## src/rtl/mic1_microsequencer.sv

```systemverilog
// mic1_microsequencer: MIC-1 control-store fetch/latch/execute sequencer with loader write port (optional MIC1_SEQ_STEP_EN single-step gate)
module mic1_microsequencer #(
    parameter logic [8:0] START_ADDR = 9'h000,
    parameter int         CNT_W      = 32
) (
    input  logic             clk,
    input  logic             rst,
    input  logic             start,
`ifdef MIC1_SEQ_STEP_EN
    input  logic             step,
`endif
    output logic             busy,
    output logic             halted,
    output logic [8:0]       mpc,
    output logic             cs_ren,
    output logic [8:0]       cs_raddr,
    input  logic [35:0]      cs_rdata,
    output logic             cs_wen,
    output logic [8:0]       cs_waddr,
    output logic [35:0]      cs_wdata,
    input  logic             ld_valid,
    output logic             ld_ready,
    input  logic [8:0]       ld_addr,
    input  logic [35:0]      ld_data,
    output logic [35:0]      mir,
    output logic             mir_valid,
    input  logic             dp_done,
    input  logic             alu_n,
    input  logic             alu_z,
    input  logic [7:0]       mbr,
    output logic [CNT_W-1:0] uinstr_cnt
);
    typedef enum logic [2:0] {IDLE, FETCH, LATCH, EXEC, HALT, STALL} state_t;
    state_t           state, state_n;
    logic [8:0]       mpc_n, nxt;
    logic [35:0]      mir_n;
    logic [CNT_W-1:0] cnt_n;
    logic             go, self_loop, idle_like;
`ifdef MIC1_SEQ_STEP_EN
    assign go = step;
`else
    assign go = 1'b1;
`endif
    assign nxt       = {mir[35] | (mir[25] & alu_n) | (mir[24] & alu_z), mir[34:27] | (mir[26] ? mbr : 8'h00)};
    assign self_loop = ~|mir[26:24] && mir[35:27] == mpc;
    assign idle_like = state == IDLE || state == HALT;
    assign busy      = state == FETCH || state == LATCH || state == EXEC || state == STALL;
    assign halted    = state == HALT;
    assign mir_valid = state == EXEC;
    assign cs_ren    = state == FETCH;
    assign cs_raddr  = mpc;
    assign ld_ready  = idle_like & ~start;
    assign cs_wen    = ld_valid & ld_ready;
    assign cs_waddr  = ld_addr;
    assign cs_wdata  = ld_data;
    // next-state, next-mpc, MIR capture and completion counting
    always_comb begin
        state_n = state;
        mpc_n   = mpc;
        mir_n   = mir;
        cnt_n   = uinstr_cnt;
        case (state)
            IDLE, HALT: if (start) begin
                state_n = FETCH;
                mpc_n   = START_ADDR;
                cnt_n   = '0;
            end
            FETCH: state_n = LATCH;
            LATCH: begin
                mir_n   = cs_rdata;
                state_n = EXEC;
            end
            EXEC: if (dp_done) begin
                cnt_n   = uinstr_cnt + CNT_W'(1);
                mpc_n   = self_loop ? mpc : nxt;
                state_n = self_loop ? HALT : (go ? FETCH : STALL);
            end
            STALL: state_n = go ? FETCH : STALL;
            default: state_n = IDLE;
        endcase
    end
    // sequencer state register, async reset
    always_ff @(posedge clk or posedge rst) begin
        if (rst) begin
            state      <= IDLE;
            mpc        <= START_ADDR;
            mir        <= '0;
            uinstr_cnt <= '0;
        end else begin
            state      <= state_n;
            mpc        <= mpc_n;
            mir        <= mir_n;
            uinstr_cnt <= cnt_n;
        end
    end
endmodule

```

## config.mk

```make
export PLATFORM = sky130hd
export DESIGN_NAME = mic1_microsequencer
export DESIGN_NICKNAME = d
export VERILOG_FILES = /design/src/rtl/mic1_microsequencer.sv
export SDC_FILE = /design/constraint.sdc
export NUM_CORES = 1
export LEC_CHECK = 0
export CORE_ASPECT_RATIO = 0.6
export CORE_MARGIN = 3
export CORE_UTILIZATION = 23
export CTS_BUF_LIST = sky130_fd_sc_hd__clkbuf_8
export CTS_CLUSTER_SIZE = 12
export DETAILED_ROUTE_END_ITERATION = 10
export SLEW_MARGIN = 10
export SYNTH_ARGS = -nofsm -noshare
export SYNTH_HDL_FRONTEND = slang
export SYNTH_SLANG_ARGS = --single-unit
```

## constraint.sdc

```tcl
create_clock -name clk -period 2.8 [get_ports clk]
set_input_delay 0.84 -clock clk [delete_from_list [all_inputs] [get_ports clk]]
set_output_delay 0.84 -clock clk [all_outputs]
set_load 0.1 [all_outputs]
```

# Word level (Yosys, flattened, before mapping)
# Cells that the tools add are included.
# classes
bitwise,8
n_mux,12
magnitude_cmp,0
n_reduce_logical,13
addsub,1
n_div,0
n_eq_ne,9
mul,0
n_shift,0
# ops
operator,count
two-way mux 32 bit,2
one-hot mux 32 bit (2 select lines),1
adder 32 x 1 -> 32 bit (second input constant),1
two-way mux 9 bit,3
one-hot mux 9 bit (2 select lines),1
one-hot mux 3 bit (5 select lines),1
== test 9 bit,1
two-way mux 3 bit,3
two-way mux 8 bit,1
bitwise OR 8 bit,1
== test 3 x 2 -> 1 bit (second input constant),2
== test 3 bit (second input constant),2
bitwise AND 1 bit,4
logical OR 1 bit,4
!= test 2 bit (second input constant),2
AND reduction 4 bit,1
== test 3 x 1 -> 1 bit (second input constant),1
logical NOT 3 bit,1
AND reduction 3 bit,1
OR reduction 3 bit,1
!= test 2 x 1 -> 1 bit (second input constant),1
bitwise OR 1 bit,2
AND reduction 2 bit,1
nonzero test 2 bit,1
other kinds (4),4
# totals
memories,0
mem_bits_rw,0
elab_cells,47
ff_bits,80
latchBits,0
mem_bits_ro,0

# Logic depth before layout (Yosys ltp)
# Gate-level depths: netlist (run 1).
# depth
word_depth,6
mapped_depth,7
depth_no_buf,5

# Worst setup path before layout (run 1)
# Ideal clock, no wire load.
# synth_timing
kind,input-to-output
startpoint,input start
endpoint,output cs_wen
setup_slack_ns,-1.958
path_buffers,0
arrival_ns,3.918
path_stages,2
cell_sequence,nor3_1 > and2_1
# synth_between
elab_chain_len,3
# synth_rtl
element,line,text
"start, declared",8,"input logic start,"
inverter 1 bit,52,assign ld_ready = idle_like & ~start;
bitwise AND 1 bit,52,
bitwise AND 1 bit,53,assign cs_wen = ld_valid & ld_ready;
"end, declared",18,"output logic cs_wen,"
# No other way between the ends.

# Worst setup path after layout (run 1)
# Ends and elaborated chain as after synthesis.

==> impl_results.md, run 1 <==
* Outcome: complete, no violations
* Max-Cap Viols at 0
* Most used DFF post-synth: dfrtp_1
* Reg2Reg Depth at 4
* Post-synth ARST share at 100%
* Pre-CTS WS at -0.178 ns
* Slew Limit Headroom at 51.9%
* Worst slew pin tran at just over 0.7 ns
* Buf+Inv Stages, Crit Path at 3
* Critical Path Source Type: input pin
* Mapped Cells at 399
* Synth cell types at 45
* WP data arrival at ~1.8 ns
* RD Place Congestion at around 0.77
* Die area at 20100 sq um
* Initial antenna violation count at 0
* R2R Path Start: mir[25]
* Vias per cell at around 4.7
* R2R Setup Slk at 0.49 ns
* Fmax at 378 MHz
* Post-Synthesis Cell Area at ~4200 sq um
* Tightest Hold Check Type: reg2reg
* Register clock-pin slew on the reported worst setup and hold paths at 0.09 ns
* Synth Area in XOR/XNOR at 3.11%
* Mux share of post-synthesis cell area at 10.8%
* WL final at between 10000 and 15000 microns
* Die Y at roughly 110 microns
* Final worst path period share at 94.4%
* Clock skew at between 0.015 and 0.02 ns
* Worst setup margin at 0.156 ns
* Largest net degree at the start of global routing at 49
* Avg Inst Size Synth at 10.6 sq um
* Clk sinks at 80
* CTS H-tree lvls at 3
* Area delta synth->final at 34.8%
* Worst-Skew Late Latency at roughly 0.36 ns
* Compound-Gate Fraction of Synth Area at 10.7%
* Fillcell total at 1817
* Syn Nets at 496
* Global route overflow at 0
* Root buffer cell: clkbuf_8
* Crit path from: start
* Row count at 37
* Total track usage at 11.9%
* First-pass GRT wire length at between 15000 and 20000 microns
* Antenna-violating nets left at 0
* Seq cells post-synth at 80
* Slew Viols, Final at 0
* Inserted Diodes at 0
* Max stage delay on crit path at 0.25 ns
* CTS buffer count at 9
* Post-synthesis adder-cell area fraction at less than 1%
* Drt wl/cell at 16.4 microns
* DR pass1 iterations at 4
* CTS tree: built
* CP top delay family: buffers and inverters
* Crit-path cells: dlygate4sd2_1 > buf_4 > nor3_4 > and2_4 > buf_12
* Setup violators final at 0
* Min-Delay Path Depth at 1
* Final Hold Viols at 0
* Hold-fix buffers at CTS at 0
* Fin nets at 597
* Register area share after synthesis at 47.3%
* Worst Path Required at 1.96 ns
* Yosys warning count at 0
* EDFF count, synth at 0
* Overall die width at 181 microns
* Core area at roughly 18000 sq um
* Post-Synth Simple-Gate Area at between 10% and 20%
* Critical path class: in2out
* Crit path max-delay cell type: dlygate4sd2_1
* Hold Crit Start: mir[6]
* Max clock buf depth at 2
* Via Count at 3478
* CP max FO at 2
* Endpoint, Worst Hold: mir[6]
* Vias in the first global route at 3632
* Initial Util at 24.0%
* Share of cells above drive strength 1 at 35.2%
* Reg2reg end: cs_raddr[7]
* I/O Buffers at 142
* Worst hold slack at around 0.52 ns
* Worst Setup End Kind: output port
* RSZ-0062 raised after global routing: no
* Main combinational cell family by area after synthesis: simple AND/OR/NAND/NOR gates
* Crit path time final at 2.64 ns
* Hpwl dp at 9180 microns
* Initial DRC count at between 150 and 200
* I/O pin count at 233
* Residual DRC at 0
[area by class of cell]
type                            instances  area, sq um  share of cell area [%]
Timing Repair Buffer                  164         1430                    25.1
Clock buffer                            9          124                    2.17
Inverter                               12         48.8                   0.856
Multi-Input combinational cell        233         1720                    30.2
Clock inverter                          7         83.8                    1.47
Tap cell                              234          293                    5.13
Sequential cell                        80         2000                    35.1
[kinds of logic (layout without fill, tap and decap cells)]
kind of cell,count (synthesis),in the layout
flops,80,80
xor+xnor,15,15
fa+ha+maj,1,1
mux,41,41
compound gates,68,68
simple gates,108,108
buf+inv,86,192
[timing repair]
action	in CTS	in global routing
setup buffers	0	0
endpoints found under the setup margin	2	0
gates resized for setup	2	0
[registers in the layout, indices dropped and copies added (netlist names)]
signal      cells
mir            36
uinstr_cnt     32
cs_raddr        9
state           3
[metrics by stage]
step	TNS (ns)	cell area [sq um]	cells	utilization [%]
floorplan	-0.538	4250	399	-
global placement	-0.825	5490	723	31.2
detailed placement	-1.79	5490	723	31.2
CTS	0	5700	739	32.4
global route	0	5700	739	32.4
finish	0	5700	739	32.4
[worst max-delay path by stage]
stage,endpoint,slack [ns],depth (start not counted)
2_1_floorplan,cs_wen,-0.51,2
6_report,cs_wen,0.16,5
3_5_place_dp,uinstr_cnt[22],-0.18,5
5_1_grt,cs_wen,0.10,5
3_3_place_gp,uinstr_cnt[22],-0.12,5
4_1_cts,cs_wen,0.12,5
[layer usage]
layer	track usage, %	up-vias	wire length, microns
met2	18.1	121	5500
met1	15.4	1744	5500
met4	2.69	0	91
met3	5.74	11	1060
li1	-	1602	-
met5	0	-	0
[cell usage after synthesis, types with 2 or more instances]
cell type  count  share of area (%)
a21oi_1       26                3.1
a22o_1         3               0.62
a31oi_1        2               0.30
a41o_1         2               0.47
and2_1         6               0.89
and3_1         3               0.44
and4_1         6                1.2
buf_2          5               0.59
buf_4         55                9.8
clkbuf_1      12                1.1
dfrtp_1       80                 47
inv_1         12                1.1
mux2_2        36                9.6
mux2i_1        5                1.2
nand2_1       21                1.9
nand2b_1       8                1.2
nand3_1        9                1.1
nand4_1        8                1.2
nor2_1        12                1.1
nor3_1         4               0.47
nor4_1         6               0.89
o211ai_1       2               0.35
o21ai_0        7               0.83
o31ai_1       12                2.1
o32ai_1        9                1.9
or3_1          3               0.44
or3_2          2               0.35
or4_1         13                2.3
xor2_1        14                2.9
[layout by cell type (no fill, tap or decap), drive strengths merged, types with 5 or more instances in the layout]
cell           netlist  routed
nand2               21      21
nor2                12      12
and4                 7       7
dfrtp               80      80
or3                  5       5
nand4                9       9
nand3                9       9
nor4                 6       6
xor2                14      14
a21oi               26      26
clkdlybuf4s50        0      49
buf                 62     114
nand2b               8       8
mux2                36      36
clkbuf              12       9
o32ai                9       9
o31ai               12      12
and2                 6       6
or4                 13      13
inv                 12      16
o21ai                7       7
mux2i                5       5
Power of run 1 is left out: the tool's default activity adds up to more than one toggle a clock period on the data nets, which glitch-free logic cannot reach.
==> run 2: changes to the inputs <==
- clock period: 2.8 -> 3.04 ns (I/O delays scaled with it)
==> impl_results.md, run 2 (synthesized netlist as in run 1, its figures left out) <==
* Worst hold slack at 0.516 ns (about the same)
* Final Hold Viols at 0 (unchanged)
* First-pass GRT wire length at 19600 microns (was 19700 microns)
* Number of flip-flops in the largest register at 36 (unchanged)
* Core area at 17600 sq um (unchanged)
* Register clock-pin slew on the reported worst setup and hold paths at 0.07 ns (was 0.09 ns)
* Final Instance Area at 5640 sq um (was 5700 sq um)
* Antenna-violating nets left at 0 (unchanged)
* Clk sinks at 80 (unchanged)
* Initial DRC count at 154 (was 164)
* Outcome: complete, no violations (unchanged)
* Total track usage at 12.2% (was 11.9%)
* Critical path class: in2out (unchanged)
* WL final at 12400 microns (was 12100 microns)
* Drt wl/cell at 16.9 microns (was 16.4 microns)
* I/O pin count at 233 (unchanged)
* Top reg by flops: mir (unchanged)
* Most frequent cells in the layout: 106 x buf_4, 80 x dfrtp_1, 50 x clkdlybuf4s50_1 (was 108 x buf_4, 80 x dfrtp_1, 49 x clkdlybuf4s50_1)
* Worst setup margin at 0.127 ns (was 0.156 ns)
* Tightest Hold Check Type: reg2reg (unchanged)
* Final worst path period share at 95.8%
* Initial Util at 24.0% (unchanged)
* Placed insts at 719 (was 723)
* Commonest non-fill, non-tap cell in the layout: buf_4 (unchanged)
* PostCTS Resize Cnt at 0 (was 2)
* CTS tree: built (unchanged)
* Setup violators final at 0 (unchanged)
* CP max FO at 2 (unchanged)
* Critical Path Source Type: input pin (unchanged)
* Fmax at 343 MHz
* Vias per cell at 4.71 (about the same)
* Worst Setup End Kind: output port (unchanged)
* Clock skew at 0.0167 ns (was 0.0157 ns)
* CTS buffer count at 9 (unchanged)
* Slew Limit Headroom at 53.3% (was 51.9%)
* Post-place instance area at 5430 sq um (was 5490 sq um)
* Area delta synth->final at 33.2% (was 34.8%)
* Root buffer cell: clkbuf_8 (unchanged)
* Setup bufs post-CTS at 0 (unchanged)
* Initial antenna violation count at 0 (unchanged)
* Slew Viols, Final at 0 (unchanged)
* Final Non-Filler Cells at 735 (was 739)
* CTS H-tree lvls at 3 (unchanged)
* Max-Cap Viols at 0 (unchanged)
* Hpwl dp at 9440 microns (was 9180 microns)
* RSZ-0062 raised after global routing: no (unchanged)
* Hold-fix buffers at CTS at 0 (unchanged)
* Pre-CTS WS at -0.106 ns (was -0.178 ns)
* Residual DRC at 0 (unchanged)
* Die Y at 111 microns (unchanged)
* Largest net degree at the start of global routing at 34 (was 49)
* DR pass1 iterations at 6 (was 4)
* Worst slew pin tran at 0.698 ns (was 0.719 ns)
* Fin nets at 593 (was 597)
* Vias in the first global route at 3561 (was 3632)
* Die area at 20100 sq um (unchanged)
* Crit path time final at 2.91 ns
* Share of cells above drive strength 1 at 34.3% (was 35.2%)
* Max clock buf depth at 2 (unchanged)
* Inserted Diodes at 0 (unchanged)
* Global route overflow at 0 (unchanged)
* I/O Buffers at 142 (unchanged)
* Worst-Skew Late Latency at 0.36 ns (about the same)
* Worst Path Required at 2.13 ns (was 1.96 ns)
* RD Place Congestion at 0.795 (was 0.766)
* Row count at 37 (unchanged)
* WP data arrival at 2.00 ns (was 1.80 ns)
* Via Count at 3463 (was 3478)
* Overall die width at 181 microns (unchanged)
run 2: final cells by class:
cell class	instances	area, sq um
fillers	1794	12000
flip-flops and latches	80	2000
multi-input cells	233	1710
repair buffers	160	1380
well taps	234	293
clock buffers	10	138
clock inverters	6	67.6
inverters	12	46.3
run 2: path summary, 6_finish.rpt:
path | startpoint | to | slack (ns) | depth (start not counted)
setup reg to reg | uinstr_cnt[11] | uinstr_cnt[25] | 0.72 | 4
max in group asynchronous | rst | uinstr_cnt[29] | 1.40 | 3
min in group asynchronous | rst | cs_raddr[0] | 0.93 | 2
setup / recovery | start | cs_wen | 0.13 | 5
hold / removal | mir[1] | mir[1] | 0.52 | 1
hold reg to reg | mir[1] | mir[1] | 0.52 | 1
run 2: layer usage:
layer / vias to the layer above / wire, microns / track usage, %
met4: 0 / 157 / 3.14
li1: 1589 / - / -
met1: 1711 / 5790 / 16.7
met3: 19 / 1040 / 4.69
met5: - / 0 / 0
met2: 144 / 5420 / 18.1
run 2: critical path: stages:
cell	delay (ns)
clkdlybuf4s50_1	0.42
buf_4	0.15
nor3_4	0.14
and2_1	0.20
buf_12	0.18
run 2: through the flow:
step                setup TNS, ns  utilization (%)
finish                          0             32.0
global route                    0             32.0
CTS                             0             32.0
detailed placement         -0.235             30.9
global placement                0             30.9
floorplan                  -0.418                -
Power of run 2 is left out for the same reason.
